## src/rtl/cdc_frame_arbiter.sv

```systemverilog
// Round-robin frame arbiter that merges two byte requesters onto one CDC FIFO write port.
// Over-length frames are truncated and their tail drained; frames that go idle mid-transfer are aborted.
module cdc_frame_arbiter #(
   parameter int MAX_FRAME_LEN = 1518,
   parameter int STALL_TIMEOUT = 64
) (
   input  logic       clkIn,
   input  logic       rstIn,
   input  logic       req0ValidIn,
   input  logic [7:0] req0DataIn,
   input  logic       req0LastIn,
   output logic       req0ReadyOut,
   input  logic       req1ValidIn,
   input  logic [7:0] req1DataIn,
   input  logic       req1LastIn,
   output logic       req1ReadyOut,
   input  logic       cdcReadyIn,
   output logic       wrEnOut,
   output logic [7:0] wrDataOut,
   output logic       wrLastOut,
   output logic       wrSrcOut,
   output logic       errTruncOut,
   output logic       errStallOut
);
   localparam logic [15:0] MAX_LEN   = 16'(MAX_FRAME_LEN);
   localparam logic [15:0] STALL_LIM = 16'(STALL_TIMEOUT);

   typedef enum logic [1:0] {IDLE, XFER, DRAIN} state_t;

   state_t      state_q, state_d;
   logic        grant_q, grant_d;
   logic        last_grant_q, last_grant_d;
   logic [15:0] len_q, len_d;
   logic [15:0] stall_q, stall_d;
   logic        wr_en_q, wr_en_d;
   logic [7:0]  wr_data_q, wr_data_d;
   logic        wr_last_q, wr_last_d;
   logic        wr_src_q, wr_src_d;
   logic        err_trunc_q, err_trunc_d;
   logic        err_stall_q, err_stall_d;

   logic        g_valid, g_last, g_ready, accept;
   logic [7:0]  g_data;
   logic [15:0] len_inc, stall_inc;

   // Granted requester's view; in DRAIN the tail is swallowed regardless of the CDC.
   always_comb begin
      g_valid   = grant_q ? req1ValidIn : req0ValidIn;
      g_data    = grant_q ? req1DataIn  : req0DataIn;
      g_last    = grant_q ? req1LastIn  : req0LastIn;
      g_ready   = (state_q == DRAIN) || ((state_q == XFER) && cdcReadyIn);
      accept    = g_valid && g_ready;
      len_inc   = len_q + 16'd1;
      stall_inc = stall_q + 16'd1;
   end

   assign req0ReadyOut = g_ready && !grant_q;
   assign req1ReadyOut = g_ready && grant_q;

   always_comb begin
      state_d      = state_q;
      grant_d      = grant_q;
      last_grant_d = last_grant_q;
      len_d        = len_q;
      stall_d      = stall_q;
      wr_en_d      = 1'b0;
      wr_data_d    = wr_data_q;
      wr_last_d    = 1'b0;
      wr_src_d     = 1'b0;
      err_trunc_d  = 1'b0;
      err_stall_d  = 1'b0;
      case (state_q)
         IDLE: begin
            if (req0ValidIn || req1ValidIn) begin
               grant_d = (req0ValidIn && req1ValidIn) ? !last_grant_q : req1ValidIn;
               len_d   = 16'd0;
               stall_d = 16'd0;
               state_d = XFER;
            end
         end
         XFER: begin
            if (accept) begin
               wr_en_d   = 1'b1;
               wr_data_d = g_data;
               wr_src_d  = grant_q;
               len_d     = len_inc;
               stall_d   = 16'd0;
               if (g_last) begin
                  wr_last_d    = 1'b1;
                  last_grant_d = grant_q;
                  state_d      = IDLE;
               end else if (len_inc == MAX_LEN) begin
                  wr_last_d    = 1'b1;
                  err_trunc_d  = 1'b1;
                  last_grant_d = grant_q;
                  state_d      = DRAIN;
               end
            end else if (!g_valid) begin
               // Back-pressure from the CDC is not a stall; only a silent requester is.
               stall_d = stall_inc;
               if (stall_inc == STALL_LIM) begin
                  err_stall_d  = 1'b1;
                  last_grant_d = grant_q;
                  state_d      = IDLE;
               end
            end
         end
         DRAIN: begin
            if (accept && g_last) state_d = IDLE;
         end
         default: state_d = IDLE;
      endcase
   end

   always_ff @(posedge clkIn) begin
      if (rstIn) begin
         state_q      <= IDLE;
         grant_q      <= 1'b0;
         last_grant_q <= 1'b1;
         len_q        <= 16'd0;
         stall_q      <= 16'd0;
         wr_en_q      <= 1'b0;
         wr_data_q    <= 8'h00;
         wr_last_q    <= 1'b0;
         wr_src_q     <= 1'b0;
         err_trunc_q  <= 1'b0;
         err_stall_q  <= 1'b0;
      end else begin
         state_q      <= state_d;
         grant_q      <= grant_d;
         last_grant_q <= last_grant_d;
         len_q        <= len_d;
         stall_q      <= stall_d;
         wr_en_q      <= wr_en_d;
         wr_data_q    <= wr_data_d;
         wr_last_q    <= wr_last_d;
         wr_src_q     <= wr_src_d;
         err_trunc_q  <= err_trunc_d;
         err_stall_q  <= err_stall_d;
      end
   end

   assign wrEnOut     = wr_en_q;
   assign wrDataOut   = wr_data_q;
   assign wrLastOut   = wr_last_q;
   assign wrSrcOut    = wr_src_q;
   assign errTruncOut = err_trunc_q;
   assign errStallOut = err_stall_q;
endmodule

```

## config.mk

```make
export PLATFORM = sky130hd
export DESIGN_NAME = cdc_frame_arbiter
export DESIGN_NICKNAME = d
export VERILOG_FILES = /design/src/rtl/cdc_frame_arbiter.sv
export SDC_FILE = /design/constraint.sdc
export NUM_CORES = 1
export LEC_CHECK = 0
export CELL_PAD_IN_SITES_DETAIL_PLACEMENT = 1
export CELL_PAD_IN_SITES_GLOBAL_PLACEMENT = 1
export CORE_MARGIN = 4
export CORE_UTILIZATION = 30
export CTS_BUF_LIST = sky130_fd_sc_hd__clkbuf_8
export DETAILED_ROUTE_END_ITERATION = 16
export PLACE_DENSITY = 0.66
export SETUP_SLACK_MARGIN = 0.3
export SYNTH_ARGS = -nofsm -noshare
export SYNTH_HDL_FRONTEND = slang
export SYNTH_SLANG_ARGS = --single-unit
```

## constraint.sdc

```tcl
create_clock -name clkIn -period 3 [get_ports clkIn]
set_input_delay 0.3 -clock clkIn [delete_from_list [all_inputs] [get_ports clkIn]]
set_output_delay 0.3 -clock clkIn [all_outputs]
set_load 0.01 [all_outputs]
```

# Word level (Yosys, flattened, before mapping)
# Index checks and enable logic that the tools add are counted.
word_totals:
  ff_bits: 49
  latchBits: 0
  ramBits: 0
  output_inout_bits: 15
  inputBits: 23
  wordCells: 77
  memories: 0
  romBits: 0
op_classes:
  muxes: 27
  div_mod_pow: 0
  bitwise: 2
  eq_ne: 12
  n_mul: 0
  reduce_logical: 23
  n_lt_le_gt_ge: 0
  shifts: 0
  add_sub_neg: 2
ops:
  columns: ["op", "n"]
  rows:
  - ["2-to-1 mux 16 bit", 4]
  - ["case mux 16 bit (2 select lines)", 2]
  - ["adder 16 x 1 -> 16 bit (second input constant)", 2]
  - ["== test 16 x 11 -> 1 bit (second input constant)", 1]
  - ["== test 16 x 7 -> 1 bit (second input constant)", 1]
  - ["2-to-1 mux 2 bit", 7]
  - ["2-to-1 mux 1 bit", 12]
  - ["2-to-1 mux 8 bit", 1]
  - ["OR reduction 4 bit", 2]
  - ["logical AND 1 bit", 6]
  - ["!= test 3 x 2 -> 1 bit (second input constant)", 2]
  - ["case mux 2 bit (3 select lines)", 1]
  - ["AND reduction 3 bit", 2]
  - ["AND reduction 5 bit", 1]
  - ["!= test 2 x 1 -> 1 bit (second input constant)", 2]
  - ["!= test 2 bit (second input constant)", 2]
  - ["!= test 4 x 3 -> 1 bit (second input constant)", 1]
  - ["AND reduction 2 bit", 2]
  - ["AND reduction 4 bit", 1]
  - ["nonzero test 2 bit", 2]
  - ["!= test 3 bit (second input constant)", 1]
  - ["OR reduction 3 bit", 1]
  - ["== test 2 x 1 -> 1 bit (second input constant)", 1]
  - ["== test 2 bit (second input constant)", 1]
  - ["other kinds (5)", 8]

# Longest topological paths before layout
# Gate-level depths: netlist of run 1.
logic_depth:
  word_depth: 7
  mapped_depth: 9
  ltp_nobuf: 9

# Worst setup path before layout of run 1
# No wires, ideal clock.
synth_timing:
  path_kind: "reg-to-reg"
  from: "register len_q[0]"
  to: "register state_q[0]"
  path_slack_ns: 0.537
  setup_ns: 0.142
  arrival_ns: 2.321
  synth_period_minus_slack_ns: 2.463
  required_ns: 2.858
  path_stages_with_launch: 9
  path_buffers: 0
  cell_sequence: "dfxtp_1 -> ha_1 -> and2_4 -> o31ai_2 -> a32oi_1 -> or4_1 -> or4b_1 -> nand3_1 -> a31oi_1"
synth_via:
  elab_chain_len: 4
synth_rtl:
  columns: ["item", "line_no", "source"]
  rows:
  - ["start, declared", "33", "logic [15:0] len_q, len_d;"]
  - ["start signal, assigned", "132", "len_q <= len_d;"]
  - ["adder 16 x 1 -> 16 bit", "53", "len_inc = len_q + 16'd1;"]
  - ["== test 16 x 11 -> 1 bit", "92", "end else if (len_inc == MAX_LEN) begin"]
  - ["!= test 4 x 3 -> 1 bit (no source line)", null, null]
  - ["AND reduction 5 bit (no source line)", null, null]
  - ["end signal, assigned", "129", "state_q <= state_d;"]
  - ["end, declared", "30", "state_t state_q, state_d;"]
# No other way between the ends.
# A chain may end at the register's enable or synchronous reset.

# Worst setup path in the final report of run 1
# Same ends and word-level chain as after synthesis.

==> summary.md, run 1 <==
| Metric | Value |
|---|---|
| Status | finished clean |
| Synthesized Nets | 388 |
| RSZ-0062 raised after global routing | no |
| TNS Setup | 0 ns |
| Final hold slack | 0.468 ns |
| WHS Endpoint | grant_q |
| Period minus WS final | 2.57 ns |
| H-Tree Level Count | 2 |
| Vias in the first global route | 2852 |
| Antenna Nets Post-Route | 0 |
| Yosys top cell by area | dfxtp_1 |
| Clk pwr share | 0.337 |
| Vias per inst | 5.38 |
| Final worst slack | 0.426 ns |
| Post-synthesis cell count | 362 |
| Critical Path End Type | flip-flop |
| Final hold violation count | 0 |
| Maximum VDD drop | 0.000153 V |
| Post-Syn Area per Cell | 7.83 sq um |
| Post-synth EDFFs | 0 |
| Most common cell after layout, fill and taps aside | nor2_1 |
| Commonest non-fill, non-tap cells in the layout | nor2_1, dfxtp_1, clkdlybuf4s50_1 |
| Worst flop-to-flop path startpoint | len_q[0] |
| Die height | 105 um |
| Area after DPL | 3330 sq um |
| Post-Layout Cell Count | 520 |
| Crit path DAT | 2.74 ns |
| # diodes | 0 |
| Inst Count DP | 512 |
| Remaining Overflow, GRT | 0 |
| Sw frac | 0.263 |
| Min-delay src | rstIn |
| Root buffer cell | clkbuf_8 |
| Post-route cell area | 3480 sq um |
| Main synth FF type | dfxtp_1 |
| Internal power | 0.954 mW |
| Worst R2R Path Depth | 8 |
| Clock Skews | 0.00733 ns |
| Starting Density | 0.307 |
| Yosys Warn Count | 0 |
| Max Freq | 388 MHz |
| Flop and latch count out of synthesis | 49 |
| Clock sink total | 49 |
| Cell Pwr Density | 372 nW/um^2 |
| Slew margin rel. | 0.624 |
| Share of the synthesized area in the top cell type | 0.346 |
| Max Cap Viol | 0 |
| Final period utilization | 0.858 |
| Avg WL per Cell | 15.8 um |
| Initial antenna violation count | 0 |
| Design Power | 1.29 mW |
| Share of layout cells above drive strength 1 | 0.0997 |
| Combinational Power Share | 0.144 |
| Pre-Repair DR Iteration Count | 4 |
| IO Count | 38 |
| Final HPWL DP | 5.88 mm |
| TritonCTS Buffers | 5 |
| Post-CTS resize count | 1 |
| Layout area overhead | 22.8% |
| Initial DRC Count | 84 |
| Pin slew with the least headroom to its limit | 0.564 ns |
| Clk pin slew, worst setup/hold paths | 0.09 ns |
| Reg2reg end | state_q[0] |
| Worst Hold Class | primary input to flip-flop |
| # DRC | 0 |
| Crit Path Class | flip-flop to flip-flop |
| Sequential cell area fraction in the yosys report | 0.346 |
| Cell Area, Synth | 2840 sq um |
| Buffers on Ports | 37 |
| Later-pin clock latency in the skew report | 0.30 ns |
| Worst Hold Depth | 2 |
| DIE AREA | 11100 sq um |
| Setup violators final | 0 |
| Post-CTS setup buffers | 0 |
| Hold-fix buffers at CTS | 0 |
| CP required | 3.17 ns |
| Final Max Tran Viols | 0 |
| Ys async rst share | 0 |
| Net Switching | 0.340 mW |
| Wirelength, routed | 8.19 mm |
| Sequential Power Share | 0.519 |
| Vias post-DR | 2795 |
| Clock buffer depth | 2 |
| Synth cell types | 63 |
| Pre-CTS setup slack | 0.329 ns |
| FF-to-FF setup slack | 0.43 ns |
| Die W | 105 um |
| Synth area leaders | dfxtp_1, nor2_1, a21oi_1 |
| Leakage | 1.11 nW |
| Core area | 9240 sq um |
| Nature of the critical path startpoint | flip-flop |
| # rows | 35 |
| Crit-path max FO | 7 |
| Final core occ | 0.377 |
| Routability cong. | 0.793 |
| Gr usage total | 0.150 |
| First-pass GRT wire length | 14.0 mm |
| CTS tree | built |
| Final layout net count | 416 |
| Largest net degree at the start of global routing | 29 |
## worst max-delay path, stage by stage, from the launching register on
cell,delay [ns]
dfxtp_2,0.36
ha_2,0.23
and2_4,0.19
o31ai_2,0.26
a32oi_1,0.14
or4_1,0.54
or4b_1,0.53
nand3_1,0.10
a31oi_1,0.08
## sequential cells by signal (all words and copies together), names as in the netlist
register      count
errStallOut       1
wrEnOut           1
len_q            16
last_grant_q      1
wrSrcOut          1
wrLastOut         1
stall_q          16
state_q           2
wrDataOut         8
errTruncOut       1
grant_q           1
## area by class of cell
cell class,instances,area [sq um]
Clock buffer,7,96.3
Clock inverter,1,5.00
Fill cell,1116,5760
Inverter,5,18.8
Multi-Input combinational cell,282,1780
Sequential cell,49,983
Tap cell,129,161
Timing Repair Buffer,47,440
## kinds of logic (layout without fill, tap and decap cells)
logic type               count (synthesis)  count (layout)  share of synthesized area
buffers and inverters                   31              60                     0.0468
XOR/XNOR                                 6               6                     0.0185
multiplexers                            12              12                     0.0428
AO/OA/AOI/OAI                          103             103                      0.243
adder cells (fa/ha/maj)                  3               3                     0.0132
AND/OR/NAND/NOR                        158             158                      0.289
flip-flops                              49              49                      0.346
## synthesized netlist by cell type, types with 5 or more instances
| cell | number |
|---|---|
| nor4_1 | 7 |
| clkbuf_1 | 17 |
| nor3_1 | 9 |
| nand4_1 | 8 |
| o21ai_0 | 18 |
| nor2_1 | 51 |
| dfxtp_1 | 49 |
| a211oi_1 | 17 |
| buf_2 | 6 |
| mux2i_1 | 11 |
| a21oi_1 | 27 |
| nand2_1 | 27 |
| a311oi_1 | 8 |
| inv_1 | 5 |
| nand3_1 | 16 |
| a22oi_1 | 5 |
| a31oi_1 | 10 |
## layer usage
| metal | global-route usage | routed length [um] |
|---|---|---|
| met1 | 0.187 | 3850 |
| met2 | 0.268 | 4100 |
| met3 | 0.0245 | 172 |
| met4 | 0.0356 | 64 |
| met5 | 0 | 0 |
## worst max path at each step
stage	to	cells past startpoint	slack (ns)	startpoint
6_report	state_q[0]	8	0.43	len_q[0]
5_1_grt	state_q[1]	7	0.30	len_q[7]
4_1_cts	state_q[0]	8	0.31	len_q[0]
3_5_place_dp	last_grant_q	8	0.33	len_q[0]
2_1_floorplan	state_q[0]	8	0.54	len_q[0]
3_3_place_gp	state_q[0]	8	0.42	len_q[0]
## power by group through the flow
stage | clock (mW) | combinational [mW] | sequential [mW]
final | 0.436 | 0.187 | 0.672
after global routing | 0.483 | 0.209 | 0.675
after CTS | 0.464 | 0.190 | 0.672
after detailed placement | 0 | 0.189 | 0.687
after global placement | 0 | 0.186 | 0.686
after floorplan | 0 | 0.102 | 0.687
Power figures use the tool's default switching activity.
==> inputs of run 2 (changes only) <==
MAX_ROUTING_LAYER = met4   (was default)
SLEW_MARGIN = 10   (was default)
==> run 2 against run 1 <==
Against the previous run: critical path depth unchanged; count of clock-buffer cells in the layout is the same; cell count unchanged; first-iteration DRC count is the same; largest power group unchanged.
==> summary.md, run 2 (same netlist as run 1, synthesis figures left out) <==
| Metric | Value |
|---|---|
| Status | finished clean |
| Crit-path slowest cell | or4_1 |
| Gr usage total | 0.154 (+0.00416) |
| Avg WL per Cell | 15.7 um (about the same) |
| Commonest non-fill, non-tap cells in the layout | nor2_1, dfxtp_1, clkdlybuf4s50_1 |
| Die W | 105 um (unchanged) |
| Pre-Repair DR Iteration Count | 4 (unchanged) |
| Post-Layout Cell Count | 520 (unchanged) |
| Register area | 983 sq um (unchanged) |
| TritonCTS Buffers | 5 (unchanged) |
| Largest stage delay on the critical path | 0.54 ns (about the same) |
| Leakage | 1.11 nW (unchanged) |
| Critical Path End Type | flip-flop |
| Nature of the critical path startpoint | flip-flop |
| DIE AREA | 11100 sq um (unchanged) |
| Post-CTS setup buffers | 0 (unchanged) |
| First-pass GRT wire length | 13.9 mm (about the same) |
| Setup violators final | 0 (unchanged) |
| Critical Path, Cell by Cell | ha_2 -> and2_4 -> o31ai_2 -> a32oi_1 -> or4_1 -> or4b_1 -> nand3_1 -> a31oi_1 |
| Starting Density | 0.307 (unchanged) |
| IO Count | 38 (unchanged) |
| Pin slew with the least headroom to its limit | 0.561 ns (-0.00333 ns) |
| Buffers on Ports | 37 (unchanged) |
| Max Cap Viol | 0 (unchanged) |
| Pre-CTS setup slack | 0.329 ns (unchanged) |
| Routability cong. | 0.804 (+1.4%) |
| Later-pin clock latency in the skew report | 0.30 ns (about the same) |
| Worst flop-to-flop path startpoint | len_q[0] |
| Crit Path Class | flip-flop to flip-flop |
| Final hold violation count | 0 (unchanged) |
| Post-route cell area | 3480 sq um (unchanged) |
| RSZ-0062 raised after global routing | no |
| Final HPWL DP | 5.88 mm (unchanged) |
| Area after DPL | 3330 sq um (unchanged) |
| Clk pin slew, worst setup/hold paths | 0.09 ns (about the same) |
| Vias post-DR | 2799 (+0.14%) |
| Root buffer cell | clkbuf_8 |
| Max Freq | 390 MHz (+0.34%) |
| Layout area overhead | 22.8% (unchanged) |
| Crit-path max FO | 7 (unchanged) |
| TNS Setup | 0 ns (unchanged) |
| CP startpoint | len_q[0] |
| Slew margin rel. | 0.626 (+0.00222) |
| Wirelength, routed | 8.19 mm (about the same) |
| Largest net degree at the start of global routing | 29 (unchanged) |
| Vias in the first global route | 2855 (+0.11%) |
| CTS tree | built |
| Inst Count DP | 512 (unchanged) |
| Final layout net count | 416 (unchanged) |
| Clock sink total | 49 (unchanged) |
| Most common cell after layout, fill and taps aside | nor2_1 |
| Remaining Overflow, GRT | 0 (unchanged) |
| Clock buffer depth | 2 (unchanged) |
| Maximum VDD drop | 0.000155 V (+1.1%) |
| # DRC | 0 (unchanged) |
| Clock Skews | 0.00606 ns (-0.00127 ns) |
| Initial DRC Count | 84 (unchanged) |
| CP required | 3.17 ns (about the same) |
| Share of layout cells above drive strength 1 | 0.0997 (unchanged) |
| Final Max Tran Viols | 0 (unchanged) |
| Vias per inst | 5.38 (+0.14%) |
| Min-delay src | rstIn |
| Bufs and invs on worst path | 0 (unchanged) |
| Area of the multi-input gates | 1780 sq um (unchanged) |
| Filler cells | 1116 (unchanged) |
| Crit path DAT | 2.74 ns (about the same) |
| Final period utilization | 0.855 (-0.00293) |
| Period minus WS final | 2.57 ns (-0.00880 ns) |
| # rows | 35 (unchanged) |
| Delay-heaviest family, CP | simple AND/OR/NAND/NOR gates |
| # diodes | 0 (unchanged) |
| Core area | 9240 sq um (unchanged) |
| Cell Pwr Density | 372 nW/um^2 (about the same) |
| Initial antenna violation count | 0 (unchanged) |
| Worst Hold Class | primary input to flip-flop |
| Final core occ | 0.377 (unchanged) |
| Antenna Nets Post-Route | 0 (unchanged) |
| Die height | 105 um (unchanged) |
| H-Tree Level Count | 2 (unchanged) |
| Final worst slack | 0.434 ns (+0.00880 ns) |
run 2: layout make-up:
cell class / count / area share
clock buffer: 7 / 0.0277
timing repair buffer: 47 / 0.126
inverter: 5 / 0.00539
clock inverter: 1 / 0.00144
sequential: 49 / 0.282
tap: 129 / 0.0464
multi-input combinational: 282 / 0.510
run 2: layer usage:
layer | GRT usage | vias up | part of all wire
li1 | - | 1407 | -
met2 | 0.268 | 32 | 0.50
met1 | 0.187 | 1355 | 0.47
met4 | 0.0356 | 0 | 0.0082
met5 | - | - | 0
met3 | 0.0245 | 5 | 0.021
run 2: worst register-to-register path, cell delays in order, from the launching register on:
cell and delay [ns]:
dfxtp_2 0.36, ha_2 0.24, and2_4 0.19, o31ai_2 0.25, a32oi_1 0.14, or4_1 0.54
or4b_1 0.53, nand3_1 0.10, a31oi_1 0.08
run 2: power by group:
group | internal, mW | switching, mW | total, mW
registers | 0.662 | 0.0101 | 0.672
logic | 0.0835 | 0.103 | 0.186
clock network | 0.209 | 0.228 | 0.437
run 2: final timing paths:
path | endpoint | slack [ns] | cells after the start
worst max-delay path | state_q[0] | 0.43 | 8
worst min-delay path | grant_q | 0.47 | 2
worst max register to register | state_q[0] | 0.43 | 8
worst min register to register | stall_q[15] | 0.49 | 2
run 2: timing repair:
| action | 4_1_cts | 5_1_grt |
|---|---|---|
| resized for setup | 1 | 9 |
| setup endpoints to repair | 1 | 3 |
| hold buffers | 0 | 0 |
| pin swaps | 0 | 0 |
run 2: per-stage QoR:
stage / hold slack, ns / power (mW)
3_3_place_gp: 0.464 / 0.872
5_1_grt: 0.496 / 1.37
4_1_cts: 0.469 / 1.33
2_1_floorplan: 0.387 / 0.789
6_report: 0.467 / 1.30
3_5_place_dp: 0.480 / 0.876
==> inputs of run 3 (changes only) <==
TNS_END_PERCENT = 5   (was default)
==> results of run 3 <==
Final layout, timing and power as in run 2 (identical DEF).
